<file path="src/rtl/lector_memoria_imagen.sv">
// Image memory reader: issues pipelined Avalon-style reads for one configured image
// and steers the returned words into a rotating set of line buffers.
module lector_memoria_imagen #(
    parameter int BITS_BUS_DATOS_INSTR = 21,
    parameter int BITS_BUFFERS_IMAGEN  = 2,
    parameter int BITS_DATOS_MEM       = 32,
    parameter int INCREMENTO_DIRECCION = 4,
    parameter int MAX_PENDIENTES       = 8
) (
    input  logic                                  clk,
    input  logic                                  reset,
    input  logic [BITS_BUS_DATOS_INSTR-1:0]       direccion_mem_inicio_imagen,
    input  logic [BITS_BUS_DATOS_INSTR-1:0]       cantidad_lecturas_mem,
    input  logic [BITS_BUFFERS_IMAGEN-1:0]        cantidad_buffers_internos,
    input  logic [BITS_BUS_DATOS_INSTR-1:0]       palabras_por_linea,
    input  logic                                  iniciar,
    input  logic                                  pausa,
    output logic [BITS_BUS_DATOS_INSTR-1:0]       mem_direccion,
    output logic                                  mem_lectura,
    input  logic                                  mem_espera,
    input  logic [BITS_DATOS_MEM-1:0]             mem_datos,
    input  logic                                  mem_datos_validos,
    output logic [BITS_DATOS_MEM-1:0]             datos_buffer,
    output logic [(1<<BITS_BUFFERS_IMAGEN)-1:0]   escritura_buffer,
    output logic                                  ocupado,
    output logic                                  terminado
);

    localparam int W           = BITS_BUS_DATOS_INSTR;
    localparam int BITS_PEND   = $clog2(MAX_PENDIENTES) + 1;
    localparam int NUM_BUFFERS = 1 << BITS_BUFFERS_IMAGEN;
    localparam logic [BITS_PEND-1:0] MAX_PEND = BITS_PEND'(MAX_PENDIENTES);
    localparam logic [W-1:0]         UNO      = W'(1);
    localparam logic [W-1:0]         PASO     = W'(INCREMENTO_DIRECCION);

    typedef enum logic [1:0] {REPOSO, LEYENDO, DRENANDO, TERMINADO} estado_t;

    estado_t                        estado_q;
    logic [W-1:0]                   direccion_q;
    logic [W-1:0]                   total_q;
    logic [W-1:0]                   palabras_linea_q;
    logic [W-1:0]                   emitidas_q;
    logic [W-1:0]                   palabra_q;
    logic [BITS_BUFFERS_IMAGEN-1:0] ultimo_buffer_q;
    logic [BITS_BUFFERS_IMAGEN-1:0] selector_q;
    logic [BITS_PEND-1:0]           pendientes_q;
    logic [BITS_PEND-1:0]           pendientes_d;
    logic                           sostener_q;
    logic [BITS_DATOS_MEM-1:0]      datos_q;
    logic [NUM_BUFFERS-1:0]         escritura_q;
    logic                           lectura;
    logic                           aceptada;
    logic                           dato_valido;

    always_comb begin
        // NOTE: every signal written here gets a default first, so no path can infer a latch.
        lectura = 1'b0;
        // A stalled request stays up regardless of pausa until memory takes it.
        if (estado_q == LEYENDO)
            lectura = sostener_q ||
                      ((emitidas_q < total_q) && (pendientes_q < MAX_PEND) && !pausa);
        aceptada    = lectura && !mem_espera;
        dato_valido = mem_datos_validos && (pendientes_q != '0) &&
                      ((estado_q == LEYENDO) || (estado_q == DRENANDO));
        pendientes_d = pendientes_q;
        if (aceptada && !dato_valido)
            pendientes_d = pendientes_q + BITS_PEND'(1);
        else if (!aceptada && dato_valido)
            pendientes_d = pendientes_q - BITS_PEND'(1);
    end

    always_ff @(posedge clk) begin
        if (!reset) begin
            estado_q         <= REPOSO;
            direccion_q      <= '0;
            total_q          <= '0;
            palabras_linea_q <= '0;
            emitidas_q       <= '0;
            palabra_q        <= '0;
            ultimo_buffer_q  <= '0;
            selector_q       <= '0;
            pendientes_q     <= '0;
            sostener_q       <= 1'b0;
            datos_q          <= '0;
            escritura_q      <= '0;
        end else begin
            // NOTE: sequential state uses non-blocking assignments so every register sees pre-edge values.
            escritura_q  <= '0;
            sostener_q   <= lectura && mem_espera;
            pendientes_q <= pendientes_d;

            if (aceptada) begin
                direccion_q <= direccion_q + PASO;
                emitidas_q  <= emitidas_q + UNO;
            end

            if (dato_valido) begin
                datos_q     <= mem_datos;
                escritura_q <= NUM_BUFFERS'(1) << selector_q;
                if (palabra_q == palabras_linea_q - UNO) begin
                    palabra_q  <= '0;
                    selector_q <= (selector_q == ultimo_buffer_q) ? '0
                                : selector_q + BITS_BUFFERS_IMAGEN'(1);
                end else begin
                    palabra_q <= palabra_q + UNO;
                end
            end

            case (estado_q)
                REPOSO: begin
                    if (iniciar) begin
                        direccion_q      <= direccion_mem_inicio_imagen;
                        total_q          <= cantidad_lecturas_mem;
                        palabras_linea_q <= palabras_por_linea;
                        ultimo_buffer_q  <= cantidad_buffers_internos;
                        emitidas_q       <= '0;
                        pendientes_q     <= '0;
                        palabra_q        <= '0;
                        selector_q       <= '0;
                        estado_q         <= (cantidad_lecturas_mem == '0) ? TERMINADO : LEYENDO;
                    end
                end
                LEYENDO: begin
                    if (aceptada && (emitidas_q + UNO == total_q))
                        estado_q <= DRENANDO;
                end
                // Leaving on the edge that retires the last word puts its write in TERMINADO.
                DRENANDO: begin
                    if (pendientes_d == '0)
                        estado_q <= TERMINADO;
                end
                TERMINADO: estado_q <= REPOSO;
                default:   estado_q <= REPOSO;
            endcase
        end
    end

    assign mem_direccion    = direccion_q;
    assign mem_lectura      = lectura;
    assign datos_buffer     = datos_q;
    assign escritura_buffer = escritura_q;
    assign ocupado          = (estado_q == LEYENDO) || (estado_q == DRENANDO);
    assign terminado        = (estado_q == TERMINADO);

endmodule

</file>
<file path="config.mk">
export PLATFORM = sky130hd
export DESIGN_NAME = lector_memoria_imagen
export DESIGN_NICKNAME = d
export VERILOG_FILES = /design/src/rtl/lector_memoria_imagen.sv
export SDC_FILE = /design/constraint.sdc
export NUM_CORES = 1
export LEC_CHECK = 0
export CAP_MARGIN = 20
export CORE_AREA = 4 4 149 151
export CTS_CLUSTER_DIAMETER = 120
export DETAILED_ROUTE_END_ITERATION = 8
export DIE_AREA = 0 0 153 155
export PLACE_DENSITY = 0.64
export SLEW_MARGIN = 20
export SYNTH_ARGS = -nofsm -noshare
export SYNTH_HDL_FRONTEND = slang
export SYNTH_SLANG_ARGS = --single-unit
</file>
<file path="constraint.sdc">
create_clock -name clk -period 9.3 [get_ports clk]
set_input_delay 1.86 -clock clk [delete_from_list [all_inputs] [get_ports clk]]
set_output_delay 1.86 -clock clk [all_outputs]
set_load 0.01 [all_outputs]
</file>
# Word level (Yosys, flattened, before mapping)
# Cells that the tools add are included.
dict set report word_totals {
  register_bits 152
  in_bits 103
  elab_cells 78
}
dict set report op_classes {
  magnitude_cmp 2
  n_reduce_logical 22
  mux 25
  n_shift 1
  add_sub_neg 7
  eq_ne 9
}
# cell n
set ops {}
lappend ops {{$mux W21} 10}
lappend ops {{$add A21 B1 Y21 const B} 2}
lappend ops {{$eq A21 B21 Y1} 2}
lappend ops {{$add A21 B3 Y21 const B} 1}
lappend ops {{$logic_not A21 Y1} 1}
lappend ops {{$lt A21 B21 Y1} 1}
lappend ops {{$sub A21 B1 Y21 const B} 1}
lappend ops {{$mux W2} 9}
lappend ops {{$mux W4} 4}
lappend ops {{$logic_and A1 B1 Y1} 9}
lappend ops {{$pmux W2 S4} 1}
lappend ops {{$add A4 B1 Y4 const B} 1}
lappend ops {{$eq A2 B2 Y1 const B} 2}
lappend ops {{$logic_not A1 Y1} 4}
lappend ops {{$logic_not A4 Y1} 1}
lappend ops {{$lt A4 B4 Y1 const B} 1}
lappend ops {{$ne A2 B1 Y1 const B} 2}
lappend ops {{$reduce_and A2 Y1} 2}
lappend ops {{$reduce_bool A4 Y1} 1}
lappend ops {{$shl A1 B2 Y4 const A} 1}
lappend ops {{$sub A4 B1 Y4 const B} 1}
lappend ops {{$reduce_and A3 Y1} 1}
lappend ops {{$add A2 B1 Y2 const B} 1}
lappend ops {{$eq A2 B1 Y1 const B} 1}
lappend ops {{5 further kinds} 6}

# Longest topological paths before layout
dict set report depth {
  word_depth 13
  mapped_depth 13
  depth_no_buf 11
}

# Least setup slack after synthesis
# Ideal clock, no wire load.
dict set report synth_path {
  kind {input-to-output}
  start {in pausa}
  end {out mem_lectura}
  cell_stages 6
  t_arrival_ps 3174
  required_ps 7440
  path_buffers 1
  slack_ps 4266
  cell_sequence {a2111oi_4 > o21ai_1 > a2111oi_4 > a31oi_1 > buf_4 > nor2_1}
}
dict set report synth_between {
  elab_chain_len 4
}
# element line_no
set synth_lines {}
lappend synth_lines {{start: declaration} 17} ;# input logic pausa,
lappend synth_lines {{$logic_not A1 Y1} 61} ;# ((emitidas_q < total_q) && (pendientes_q < MAX_PEND) && !pausa);
lappend synth_lines {{$logic_and A1 B1 Y1} 61}
lappend synth_lines {{$logic_or A1 B1 Y1} 60} ;# lectura = sostener_q ||
lappend synth_lines {{$mux W1} 59} ;# if (estado_q == LEYENDO)
lappend synth_lines {{end: declaration} 19} ;# output logic mem_lectura,
# No other way between the ends.

# Worst setup path after layout
# Same ends and word-level chain as after synthesis.

==> summary.md <==
| Metric | Value |
|---|---|
| Slew Limit Fails | `0` |
| CTS resizes | `0` |
| Setup TNS | `0 ns` |
| Clk slew on worst S/H paths | `0.07 ns` |
| Antenna violation net count after detailed routing | `0` |
| Placed cell count | `1,433` |
| WL per Instance | `roughly 16 µm` |
| Syn_nets | `1,183` |
| Period utilization | `0.671` |
| Delay-heaviest family, CP | `compound AO/OA/AOI/OAI gates` |
| GR Util All Layers | `0.192` |
| Root buf cell | `clkbuf_16` |
| Hold buffers post-CTS | `0` |
| Asr flop ratio synth | `0` |
| Crit Path Max Fanout | `11` |
| Ranking of synthesized cells by area | `dfxtp_1, nand2_1, a21oi_1, xnor2_1, xor2_1` |
| First-pass GRT wire length | `~38 mm` |
| Clock tree from TritonCTS | `built` |
| Start of the worst register-to-register path | `total_q[16]` |
| Routed via count | `7,615` |
| XOR/XNOR share of the synthesized area | `0.116` |
| Die W | `roughly 150 µm` |
| Post-layout min period | `between 6 and 7 ns` |
| Top FF cell, synth | `dfxtp_1` |
| 1st-iter DRT viols | `around 500` |
| Fill count | `~2,000` |
| Row count | `between 50 and 60` |
| DIE AREA | `~0.024 mm²` |
| RePlAce Congestion | `~0.9` |
| Layout cells sized above 1 | `0.0504` |
| TritonCTS Buffers | `17` |
| Initial Util | `0.396` |
| HPWL Detailed | `16.8 mm` |
| Ports | `163` |
| Crit-path cells | `clkdlybuf4s50_1 -> a2111oi_4 -> o21ai_1 -> a2111oi_4 -> a31oi_2 -> nor2_1 -> clkdlybuf4s50_1` |
| Avg Synthesized Cell Area | `7.85 µm²` |
| Area fraction of the dominant cell type after synthesis | `0.369` |
| # port buffers | `approximately 160` |
| Routed WL | `~23 mm` |
| Min-delay worst type | `register to register` |
| Cells after synthesis | `1,049` |
| CTS H-tree depth | `4` |
| Worst clock skew | `around 0.01 ns` |
| Largest family of logic cells by synthesized area | `simple AND/OR/NAND/NOR gates` |
| Die Span Y | `between 150 and 200 µm` |
| Worst path slowest cell | `clkdlybuf4s50_1` |
| Power per cell area | `214 mW/mm²` |
| CP bufs+invs | `2` |
| Status | `complete, no violations` |
| P_leak | `~3.8 nW` |
| Critical path arrival | `between 4 and 5 ns` |
| Initial antenna violation count | `0` |
| Post-synth EDFFs | `0` |
| Avg Vias per Cell | `roughly 5.2` |
| Rel. slew slack | `0.382` |
| Drc violations | `0` |
| Distinct cells, synth | `65` |
| Post-synthesis adder-cell area fraction | `0.0471` |
| Hold_sp | `datos_buffer[4]` |
| Total core area | `~0.021 mm²` |
| # setup viols final | `0` |
| Post-route insts no fill | `about 1,500` |
| Register area share after synthesis | `0.369` |
| Max Cap Viol | `0` |
| Synthesis-to-finish area growth | `29.1%` |
| CTS max path bufs | `2` |
| F_max | `160 MHz` |
| Maximum vdd ir drop | `0.131 mV` |
| Vias in the first global route | `around 7,400` |
| Worst path max stage delay | `~0.57 ns` |
| Post-synthesis mux area share | `0.00501` |
| RSZ-0062 raised after global routing | `no` |
| Critical path type | `primary input to output pin` |
| CP Launch Point | `pausa` |
| Setup Buffers After CTS | `0` |
| Mapped Area | `~0.008 mm²` |
| Remaining global-route overflow | `0` |
| CTS Sinks | `152` |
| Clk_lat worst skew | `about 0.43 ns` |
| Critical path launch point type | `primary input` |
| Slew @ Worst Pin | `between 0.9 and 1 ns` |
| Synthesized flop and latch total | `about 150` |
| Synth Area in Compound Gates | `0.160` |
| CP Data Required Time | `roughly 7.4 ns` |
| Final Hold Fails | `0` |
| Setup crit end kind | `output pin` |
| # diodes | `0` |
| Final Net Count | `~1,300` |
| Yosys warning count | `0` |
| Pre-antenna DRT Iters | `5` |
| Yosys top cell by area | `dfxtp_1` |
| Synth Area in Simple Gates | `0.253` |
| Largest net degree at the start of global routing | `86` |
cells in the mapped netlist (all sizes together) (6+ instances only):
library cell / number
a211oi: 16
a21o: 6
a21oi: 110
a31oi: 7
and2: 7
and3: 18
and4: 7
buf: 17
clkbuf: 41
dfxtp: 152
ha: 31
inv: 38
nand2: 196
nand3: 37
nand4: 22
nor2: 95
nor2b: 6
nor3: 24
nor4: 11
o211ai: 7
o21a: 6
o21ai: 25
or3: 10
xnor2: 60
xor2: 49
sequential cells by signal (all words and copies together) (netlist names):
| register | flops |
|---|---|
| datos_buffer | 32 |
| emitidas_q | 21 |
| escritura_buffer | 4 |
| estado_q | 2 |
| mem_direccion | 21 |
| palabra_q | 21 |
| palabras_linea_q | 21 |
| pendientes_q | 4 |
| selector_q | 2 |
| sostener_q | 1 |
| total_q | 21 |
| ultimo_buffer_q | 2 |
final cells by class:
| cell class | count | area, µm² | area share |
|---|---|---|---|
| Clock inverter | 15 | 209 | 0.0196 |
| Inverter | 38 | 143 | 0.0134 |
| Timing Repair Buffer | 167 | 1660 | 0.156 |
| Multi-Input combinational cell | 801 | 4810 | 0.453 |
| Tap cell | 275 | 344 | 0.0323 |
| Sequential cell | 152 | 3040 | 0.286 |
| Clock buffer | 17 | 425 | 0.0400 |
per-stage QoR:
| stage | util | setup WS (ns) | cell area (µm²) | hold WS, ns | power, W |
|---|---|---|---|---|---|
| 2_1_floorplan | - | 4.27 | 8240 | 0.436 | 0.00128 |
| 3_3_place_gp | 0.480 | 2.98 | 9990 | 0.441 | 0.00153 |
| 3_5_place_dp | 0.480 | 2.94 | 9990 | 0.446 | 0.00154 |
| 4_1_cts | 0.510 | 2.91 | 10600 | 0.456 | 0.00230 |
| 5_1_grt | 0.511 | 2.91 | 10600 | 0.474 | 0.00242 |
| 6_report | 0.511 | 3.06 | 10600 | 0.455 | 0.00227 |
logic make-up after synthesis:
family / after synthesis
DFF: 152
buffers and inverters: 96
AOI/OAI and AO/OA: 212
xor gates and xnor gates: 109
muxes: 4
and+or+nand+nor: 445
adders and majority gates: 31
final timing paths:
path	endpoint	slack, ns	cells past startpoint
max	mem_lectura	3.06	7
min	datos_buffer[4]	0.46	2
max reg2reg	estado_q[1]	5.54	11
min reg2reg	datos_buffer[4]	0.46	2
metal layers:
metal	GRT usage	wire, µm
met1	0.246	10400
met2	0.305	10200
met3	0.0584	1690
met4	0.0721	585
met5	0	0
power breakdown:
| group | switching, W | internal [W] | total, W |
|---|---|---|---|
| Combinational | 0.000415 | 0.000311 | 0.000726 |
| Sequential | 0.0000781 | 0.000726 | 0.000804 |
| Clock | 0.000309 | 0.000434 | 0.000744 |
| Total | 0.000802 | 0.00147 | 0.00227 |
layout by cell type (no fill, tap or decap), drive strengths merged, types with 18 or more instances in the layout:
cell           instances
nor3                  24
ha                    31
nor2                  95
nand2                196
xnor2                 60
and3                  18
a21oi                110
o21ai                 25
nand3                 37
dfxtp                152
xor2                  49
nand4                 22
inv                   45
clkdlybuf4s50        162
worst min-delay path, stage by stage (launching register included):
cell and delay, ns:
dfxtp_1 0.31, nand2_1 0.05, a21oi_1 0.05
No activity file was read; power rests on OpenSTA's default activity.
